===== config.mk =====
export PLATFORM = sky130hd
export DESIGN_NAME = alu_arbiter
export DESIGN_NICKNAME = d
export VERILOG_FILES = /design/src/rtl/alu_pkg.sv /design/src/rtl/rr_arbiter.sv /design/src/rtl/alu_arbiter.sv
export SDC_FILE = /design/constraint.sdc
export NUM_CORES = 1
export LEC_CHECK = 0
export BUFFER_PORTS_ARGS = -buffer_cell sky130_fd_sc_hd__clkbuf_2
export CAP_MARGIN = 0
export CORE_AREA = 2 2 136 138
export CTS_BUF_LIST = sky130_fd_sc_hd__clkbuf_16
export CTS_CLUSTER_DIAMETER = 50
export CTS_CLUSTER_SIZE = 12
export DETAILED_ROUTE_END_ITERATION = 10
export DIE_AREA = 0 0 138 140
export PLACE_DENSITY = 0.66
export SYNTH_ARGS = -nofsm -noshare
export SYNTH_HDL_FRONTEND = slang
export SYNTH_HIERARCHICAL = 1
export SYNTH_SLANG_ARGS = --single-unit

===== constraint.sdc =====
create_clock -name clk -period 6.55 [get_ports clk]
set_input_delay 1.31 -clock clk [delete_from_list [all_inputs] [get_ports clk]]
set_output_delay 1.31 -clock clk [all_outputs]
set_load 0.1 [all_outputs]

===== src/rtl/alu_pkg.sv =====
// Shared ALU definitions: widths, opcode encodings, arbiter FSM states and
// the legality check used to flag unsupported opcodes.
package alu_pkg;

   localparam int OPC_W  = 4;
   localparam int IMM_W  = 21;
   localparam int DATA_W = 32;
   localparam int CMP_W  = 4;

   localparam logic [OPC_W-1:0] OPC_MOV = 4'd0;
   localparam logic [OPC_W-1:0] OPC_MVN = 4'd1;
   localparam logic [OPC_W-1:0] OPC_AND = 4'd2;
   localparam logic [OPC_W-1:0] OPC_ORR = 4'd3;
   localparam logic [OPC_W-1:0] OPC_EOR = 4'd4;
   localparam logic [OPC_W-1:0] OPC_LSL = 4'd5;
   localparam logic [OPC_W-1:0] OPC_LSR = 4'd6;
   localparam logic [OPC_W-1:0] OPC_ADD = 4'd7;
   localparam logic [OPC_W-1:0] OPC_SUB = 4'd8;

   typedef enum logic [1:0] {
      ST_IDLE = 2'd0,
      ST_EXEC = 2'd1,
      ST_RESP = 2'd2
   } state_e;

   function automatic logic is_legal_opcode(input logic [OPC_W-1:0] opc);
      logic legal;
      case (opc)
         OPC_MOV, OPC_MVN, OPC_AND, OPC_ORR, OPC_EOR,
         OPC_LSL, OPC_LSR, OPC_ADD, OPC_SUB: legal = 1'b1;
         default:                            legal = 1'b0;
      endcase
      return legal;
   endfunction

endpackage


===== src/rtl/rr_arbiter.sv =====
// Combinational round-robin picker: first valid requester at or after ptr,
// wrapping at NUM_REQ. The pointer register lives in the caller.
module rr_arbiter #(
   parameter int NUM_REQ = 2,
   parameter int ID_W    = 3
) (
   input  logic [NUM_REQ-1:0] valid,
   input  logic [ID_W-1:0]    ptr,
   output logic [NUM_REQ-1:0] grant,
   output logic [ID_W-1:0]    grant_idx,
   output logic               any_valid
);

   logic found;

   // Outer loop walks priority order starting at ptr; constant indices only.
   always_comb begin
      grant     = '0;
      grant_idx = '0;
      found     = 1'b0;
      for (int k = 0; k < NUM_REQ; k++) begin
         for (int i = 0; i < NUM_REQ; i++) begin
            if (!found && valid[i] && (((int'(ptr) + k) % NUM_REQ) == i)) begin
               grant[i]  = 1'b1;
               grant_idx = ID_W'(i);
               found     = 1'b1;
            end
         end
      end
   end

   assign any_valid = |valid;

endmodule


===== src/rtl/alu_arbiter.sv =====
// Shares one combinational ALU among NUM_REQ requesters: round-robin grant,
// registered ALU operands and a single registered response slot.
module alu_arbiter
   import alu_pkg::*;
#(
   parameter int NUM_REQ = 2,
   parameter int ID_W    = 3
) (
   input  logic                    clk,
   input  logic                    rst,
   input  logic [NUM_REQ-1:0]      req_valid,
   output logic [NUM_REQ-1:0]      req_ready,
   input  logic [4*NUM_REQ-1:0]    req_opcode,
   input  logic [NUM_REQ-1:0]      req_mode,
   input  logic [32*NUM_REQ-1:0]   req_a,
   input  logic [32*NUM_REQ-1:0]   req_b,
   input  logic [21*NUM_REQ-1:0]   req_imm,
   output logic [31:0]             alu_a,
   output logic [31:0]             alu_b,
   output logic [20:0]             alu_imm,
   output logic [3:0]              alu_opcode,
   output logic                    alu_mode,
   input  logic [31:0]             alu_result,
   input  logic [3:0]              alu_cmp,
   output logic                    rsp_valid,
   input  logic                    rsp_ready,
   output logic [ID_W-1:0]         rsp_id,
   output logic [31:0]             rsp_result,
   output logic [3:0]              rsp_cmp,
   output logic                    rsp_err
);

   logic [OPC_W-1:0]  opc_arr [NUM_REQ];
   logic [DATA_W-1:0] a_arr   [NUM_REQ];
   logic [DATA_W-1:0] b_arr   [NUM_REQ];
   logic [IMM_W-1:0]  imm_arr [NUM_REQ];

   for (genvar gi = 0; gi < NUM_REQ; gi++) begin : g_unpack
      assign opc_arr[gi] = req_opcode[gi*OPC_W +: OPC_W];
      assign a_arr[gi]   = req_a[gi*DATA_W +: DATA_W];
      assign b_arr[gi]   = req_b[gi*DATA_W +: DATA_W];
      assign imm_arr[gi] = req_imm[gi*IMM_W +: IMM_W];
   end

   state_e            state_q, state_d;
   logic [ID_W-1:0]   rr_ptr_q, rr_ptr_d;
   logic [ID_W-1:0]   id_q, id_d;
   logic [DATA_W-1:0] alu_a_q, alu_a_d, alu_b_q, alu_b_d;
   logic [IMM_W-1:0]  alu_imm_q, alu_imm_d;
   logic [OPC_W-1:0]  alu_opcode_q, alu_opcode_d;
   logic              alu_mode_q, alu_mode_d;
   logic              rsp_valid_q, rsp_valid_d;
   logic [ID_W-1:0]   rsp_id_q, rsp_id_d;
   logic [DATA_W-1:0] rsp_result_q, rsp_result_d;
   logic [CMP_W-1:0]  rsp_cmp_q, rsp_cmp_d;
   logic              rsp_err_q, rsp_err_d;

   logic [NUM_REQ-1:0] grant;
   logic [ID_W-1:0]    grant_idx;
   logic               any_valid;
   logic               grant_en;
   logic [OPC_W-1:0]   sel_opc;
   logic [DATA_W-1:0]  sel_a, sel_b;
   logic [IMM_W-1:0]   sel_imm;
   logic               sel_mode;
   logic               op_legal;

   rr_arbiter #(
      .NUM_REQ (NUM_REQ),
      .ID_W    (ID_W)
   ) u_rr (
      .valid     (req_valid),
      .ptr       (rr_ptr_q),
      .grant     (grant),
      .grant_idx (grant_idx),
      .any_valid (any_valid)
   );

   // One-hot mux keyed on the grant vector.
   always_comb begin
      sel_opc  = '0;
      sel_a    = '0;
      sel_b    = '0;
      sel_imm  = '0;
      sel_mode = 1'b0;
      for (int i = 0; i < NUM_REQ; i++) begin
         if (grant[i]) begin
            sel_opc  = opc_arr[i];
            sel_a    = a_arr[i];
            sel_b    = b_arr[i];
            sel_imm  = imm_arr[i];
            sel_mode = req_mode[i];
         end
      end
   end

   assign op_legal = is_legal_opcode(alu_opcode_q);

   always_comb begin
      state_d      = state_q;
      rr_ptr_d     = rr_ptr_q;
      id_d         = id_q;
      alu_a_d      = alu_a_q;
      alu_b_d      = alu_b_q;
      alu_imm_d    = alu_imm_q;
      alu_opcode_d = alu_opcode_q;
      alu_mode_d   = alu_mode_q;
      rsp_valid_d  = rsp_valid_q;
      rsp_id_d     = rsp_id_q;
      rsp_result_d = rsp_result_q;
      rsp_cmp_d    = rsp_cmp_q;
      rsp_err_d    = rsp_err_q;
      grant_en     = 1'b0;

      case (state_q)
         ST_IDLE: grant_en = any_valid;
         ST_EXEC: begin
            rsp_valid_d  = 1'b1;
            rsp_id_d     = id_q;
            rsp_result_d = op_legal ? alu_result : '0;
            rsp_cmp_d    = alu_cmp;
            rsp_err_d    = !op_legal;
            rr_ptr_d     = (id_q == ID_W'(NUM_REQ-1)) ? '0 : id_q + ID_W'(1);
            state_d      = ST_RESP;
         end
         ST_RESP: begin
            if (rsp_ready) begin
               rsp_valid_d = 1'b0;
               grant_en    = any_valid;
               state_d     = ST_IDLE;
            end
         end
         default: state_d = ST_IDLE;
      endcase

      // A grant from IDLE or a drained RESP slot loads the operand registers.
      if (grant_en) begin
         alu_a_d      = sel_a;
         alu_b_d      = sel_b;
         alu_imm_d    = sel_imm;
         alu_opcode_d = sel_opc;
         alu_mode_d   = sel_mode;
         id_d         = grant_idx;
         state_d      = ST_EXEC;
      end
   end

   always_ff @(posedge clk or posedge rst) begin
      if (rst) begin
         state_q      <= ST_IDLE;
         rr_ptr_q     <= '0;
         id_q         <= '0;
         alu_a_q      <= '0;
         alu_b_q      <= '0;
         alu_imm_q    <= '0;
         alu_opcode_q <= '0;
         alu_mode_q   <= 1'b0;
         rsp_valid_q  <= 1'b0;
         rsp_id_q     <= '0;
         rsp_result_q <= '0;
         rsp_cmp_q    <= '0;
         rsp_err_q    <= 1'b0;
      end else begin
         state_q      <= state_d;
         rr_ptr_q     <= rr_ptr_d;
         id_q         <= id_d;
         alu_a_q      <= alu_a_d;
         alu_b_q      <= alu_b_d;
         alu_imm_q    <= alu_imm_d;
         alu_opcode_q <= alu_opcode_d;
         alu_mode_q   <= alu_mode_d;
         rsp_valid_q  <= rsp_valid_d;
         rsp_id_q     <= rsp_id_d;
         rsp_result_q <= rsp_result_d;
         rsp_cmp_q    <= rsp_cmp_d;
         rsp_err_q    <= rsp_err_d;
      end
   end

   // Gated by rst so no accept is signalled while reset is held.
   assign req_ready  = (grant_en && !rst) ? grant : '0;
   assign alu_a      = alu_a_q;
   assign alu_b      = alu_b_q;
   assign alu_imm    = alu_imm_q;
   assign alu_opcode = alu_opcode_q;
   assign alu_mode   = alu_mode_q;
   assign rsp_valid  = rsp_valid_q;
   assign rsp_id     = rsp_id_q;
   assign rsp_result = rsp_result_q;
   assign rsp_cmp    = rsp_cmp_q;
   assign rsp_err    = rsp_err_q;

endmodule


# Yosys cells after proc, flatten, opt, wreduce, memory -nomap -nowiden
# Memory sizes are Yosys's and may differ from the RTL's.
# Cells that the tools add are included.
# Widths: inputs -> output; s select.
dict set report word_totals {
  wordCells 73
  mem_bits_ro 16
  n_memories 1
  ff_bits 133
  output_inout_bits 133
}
dict set report classes {
  addsub 2
  mux 29
  bitwise 1
  eq_ne 7
  reduce_logical 20
}
# name words width rd rd_clocked_by_memory_dff write_ports line_no
set memory_table {}
lappend memory_table {{(name not given)} 16 1 1 0 0 alu_pkg.sv:28} ;# case (opc)
# operator count
set ops {}
lappend ops {{$mux 32} 5}
lappend ops {{$logic_not 32->1} 2}
lappend ops {{$mux 21} 2}
lappend ops {{$mux 1} 14}
lappend ops {{$logic_and 1x1->1} 8}
lappend ops {{$mux 4} 2}
lappend ops {{$mux 2} 3}
lappend ops {{$pmux 2 s3} 1}
lappend ops {{$logic_not 1->1} 5}
lappend ops {{$eq 2x2->1 const B} 2}
lappend ops {{$ne 2x2->1 const B} 2}
lappend ops {{$pmux 1 s2} 2}
lappend ops {{$reduce_and 2->1} 2}
lappend ops {{$ne 3x3->1 const B} 1}
lappend ops {{$add 1x1->1 const B} 2}
lappend ops {{$eq 2x1->1 const B} 1}
lappend ops {{$logic_not 2->1} 1}
lappend ops {{$reduce_bool 2->1} 1}
lappend ops {{$reduce_or 2->1} 1}
lappend ops {{$and 1x1->1 const A} 1}
lappend ops {{$eq 1x1->1 const B} 1}

# Longest topological paths before layout
dict set report logic_depth {
  ltp_word 16
  ltp_mapped 8
  ltp_nobuf 5
}

# By module
# The synthesis kept the hierarchy.
# module cells_per_inst area_each_um2 n_inst seq_area_each_um2
set modules_own_cells {}
lappend modules_own_cells {alu_arbiter 429 6179.7 1 3478.3}
lappend modules_own_cells {rr_arbiter 8 51.3 1 0.0}

# Least setup slack after synthesis
# OpenSTA, ideal clock, no wires.
dict set report synth_timing {
  path_type {input -> output}
  start {input rst}
  end {output req_ready[0]}
  arrival_ps 5331
  setup_slack_ps -91
  path_buffers 0
  path_stages 2
  t_required_ps 5240
  cell_sequence {inv_1 -> and3_1}
}
dict set report synth_via {
  elab_chain_cells 3
}
# item line_no
set synth_rtl {}
lappend synth_rtl {{from (decl)} alu_arbiter.sv:10} ;# input logic rst,
lappend synth_rtl {{$logic_not 1->1} alu_arbiter.sv:181} ;# assign req_ready = (grant_en && !rst) ? grant : '0;
lappend synth_rtl {{$logic_and 1x1->1} alu_arbiter.sv:181}
lappend synth_rtl {{$mux 2} alu_arbiter.sv:181}
lappend synth_rtl {{to (decl)} alu_arbiter.sv:12} ;# output logic [NUM_REQ-1:0] req_ready,
# Every way passes these cells.

# Final worst setup path
dict set report layout_timing {
  start {input req_valid[0]}
  end {output req_ready[0]}
}
dict set report layout_via {
  elab_cells_between_ends 15
  cone_classes {6 x mux; 9 x reduce/logical}
}
# item line_no
set layout_lines {}
lappend layout_lines {{from (decl)} alu_arbiter.sv:11} ;# input logic [NUM_REQ-1:0] req_valid,
lappend layout_lines {{$reduce_or 2->1 *} rr_arbiter.sv:32} ;# assign any_valid = |valid;
lappend layout_lines {{named net any_valid} alu_arbiter.sv:60} ;# logic any_valid;
lappend layout_lines {{$mux 1} alu_arbiter.sv:127} ;# if (rsp_ready) begin
lappend layout_lines {{$pmux 1 s2 *} alu_arbiter.sv:115} ;# case (state_q)
lappend layout_lines {{$logic_and 1x1->1 *} alu_arbiter.sv:181}
lappend layout_lines {{$mux 2 *} alu_arbiter.sv:181}
# Mark *: on every way through the listed nets, which the timed path passes. The rest lies on a longest branch.

==> results.sh <==
export IMPL_outcome="completed"
export IMPL_io_pins=354
export IMPL_clock_path_buffers=2
export IMPL_rrSetupSlack_ns=3.78
export IMPL_preCtsSetupSlack_ns=2.26
export IMPL_end_kind="output pin"
export IMPL_hold_violations=0
export IMPL_syn_inst=427
export IMPL_fin_hold_ws_ns=0.492
export IMPL_crit_family="simple AND/OR/NAND/NOR gates"
export IMPL_clk_latency_ns=0.41
export IMPL_setup_violations=0
export IMPL_cpMaxStageDelayCell="and3b_4"
export IMPL_finalNetCount=986
export IMPL_grt_pass1_wl_um=27600
export IMPL_crit_top_cell="clkbuf_2"
export IMPL_area_delta_synth_final_pct=41.4
export IMPL_crit_start="req_valid[0]"
export IMPL_cts_setup_buffers=0
export IMPL_hold_start="id_q[0]$_DFFE_PP0P_"
export IMPL_rr_worst_depth=7
export IMPL_avgSynthCellArea_sq_um=14.4
export IMPL_fmax_mhz=234
export IMPL_die_h_um=140
export IMPL_path_max_fanout=34
export IMPL_wire_per_inst_um=16.8
export IMPL_drive_gt1_frac=0.636
export IMPL_drtIter0Drc=203
export IMPL_rows=49
export IMPL_grt_pass1_vias=5149
export IMPL_ctsHoldBuffers=0
export IMPL_final_cell_mix="353 x clkbuf_2, 137 x dfrtp_1, 120 x a22o_1"
export IMPL_grtUsageTotal=0.180
export IMPL_viasPerCell=4.84
export IMPL_maxSlewViolCount=0
export IMPL_synth_warnings=6
export IMPL_grt_start_max_net_pins=64
export IMPL_wirelength_um=16900
export IMPL_portBuffers=353
export IMPL_start_util=0.345
export IMPL_root_buffer="clkbuf_16"
export IMPL_path_clk_slew_ns=0.06
export IMPL_holdCritPathClass="reg2reg"
export IMPL_fin_ws_ns=2.27
export IMPL_timing_rr_start="rr_ptr_q[0]$_DFFE_PP0P_"
export IMPL_worstMarginPinSlew_ns=1.10
export IMPL_drcViolationCount=0
export IMPL_crit_arrival_ns=2.97
export IMPL_cts_resized=0
export IMPL_crit_required_ns=5.24
export IMPL_rsz0062_at_grt="false"
export IMPL_cp_endpoint="req_ready[0]"
export IMPL_grt_overflow_total=0
export IMPL_fillers=1626
export IMPL_crit_type="in2out"
export IMPL_die_w_um=138
export IMPL_crit_buf_inv=2
export IMPL_drv_cap=0
export IMPL_mostFrequentLayoutCell="clkbuf_2"
export IMPL_netlist_area_sq_um=6130
export IMPL_antenna_found_initial=0
export IMPL_max_slew_margin=0.269
export IMPL_antenna_cells=0
export IMPL_path_cells="clkbuf_2 -> or2_1 -> and3b_4 -> and3_1 -> clkbuf_2"
export IMPL_hpwlAfterDp_um=12200
export IMPL_post_route_min_period_ns=4.28
export IMPL_r2r_end="alu_imm[17]$_DFFE_PP0P_"
export IMPL_die_area_sq_um=19300
export IMPL_cts_tree="yes"
export IMPL_finalInstanceArea_sq_um=8680
export IMPL_h_tree_depth=4
export IMPL_path_depth=5
export IMPL_place_area_sq_um=8040
export IMPL_start_kind="input port"
export IMPL_worst_path_largest_cell_delay_ns=0.67
export IMPL_timing_final_crit_share=0.654
export IMPL_ant_nets=0
export IMPL_fin_skew_ns=0.0106
export IMPL_first_pass_iters=4
export IMPL_numClockSinks=137
export IMPL_gp_routability_congestion=0.808
export IMPL_cts_made_buffers=17
export IMPL_fin_tns_setup_ns=0
export IMPL_vias=4874
export IMPL_coreArea_sq_um=17800
==> worst register-to-register path: stages (launching register included) <==
cell      delay [ns]
dfrtp_1         0.40
inv_1           0.12
a21boi_4        0.07
buf_4           0.27
nor2b_4         0.83
buf_4           0.58
a22o_1          0.29
mux2_4          0.16
==> metal layers <==
metal | vias to the layer above | wire, um | track usage
met5 | - | 0 | 0
met4 | 0 | 289 | 0.0639
met3 | 22 | 1160 | 0.0540
met2 | 223 | 8330 | 0.301
met1 | 2329 | 7110 | 0.223
li1 | 2300 | - | -
==> state kept, by name, indices dropped and copies added (netlist names), 3 cells and up <==
name,cells
alu_a,32
alu_b,32
alu_imm,21
alu_opcode,4
id_q,3
rsp_cmp,4
rsp_id,3
rsp_result,32
==> worst min-delay path by stage <==
stage	end	slack (ns)	depth (start not counted)
6_report	rr_ptr_q[0]$_DFFE_PP0P_	0.49	1
4_1_cts	rr_ptr_q[0]$_DFFE_PP0P_	0.50	1
3_3_place_gp	rr_ptr_q[0]$_DFFE_PP0P_	0.48	1
2_1_floorplan	rr_ptr_q[0]$_DFFE_PP0P_	0.45	1
5_1_grt	rsp_result[1]$_DFFE_PP0P_	0.52	1
3_5_place_dp	rsp_result[10]$_DFFE_PP0P_	0.49	1
==> cell type report <==
| type | instances | area [sq um] | area share |
|---|---|---|---|
| sequential | 137 | 3430 | 0.395 |
| multi-input combinational | 247 | 2500 | 0.288 |
| timing repair buffer | 359 | 1810 | 0.209 |
| clock buffer | 17 | 425 | 0.0490 |
| tap | 229 | 287 | 0.0330 |
| clock inverter | 14 | 208 | 0.0239 |
| inverter | 3 | 15.0 | 0.00173 |
==> through the flow <==
step                      instances   util
after floorplan                 428      -
after global placement          975  0.452
after detailed placement        975  0.452
after CTS                      1006  0.488
after global routing           1006  0.488
final                          1006  0.488
Power is not shown: default switching activity piles up to over one toggle a cycle in this logic, so the estimate is an artifact.
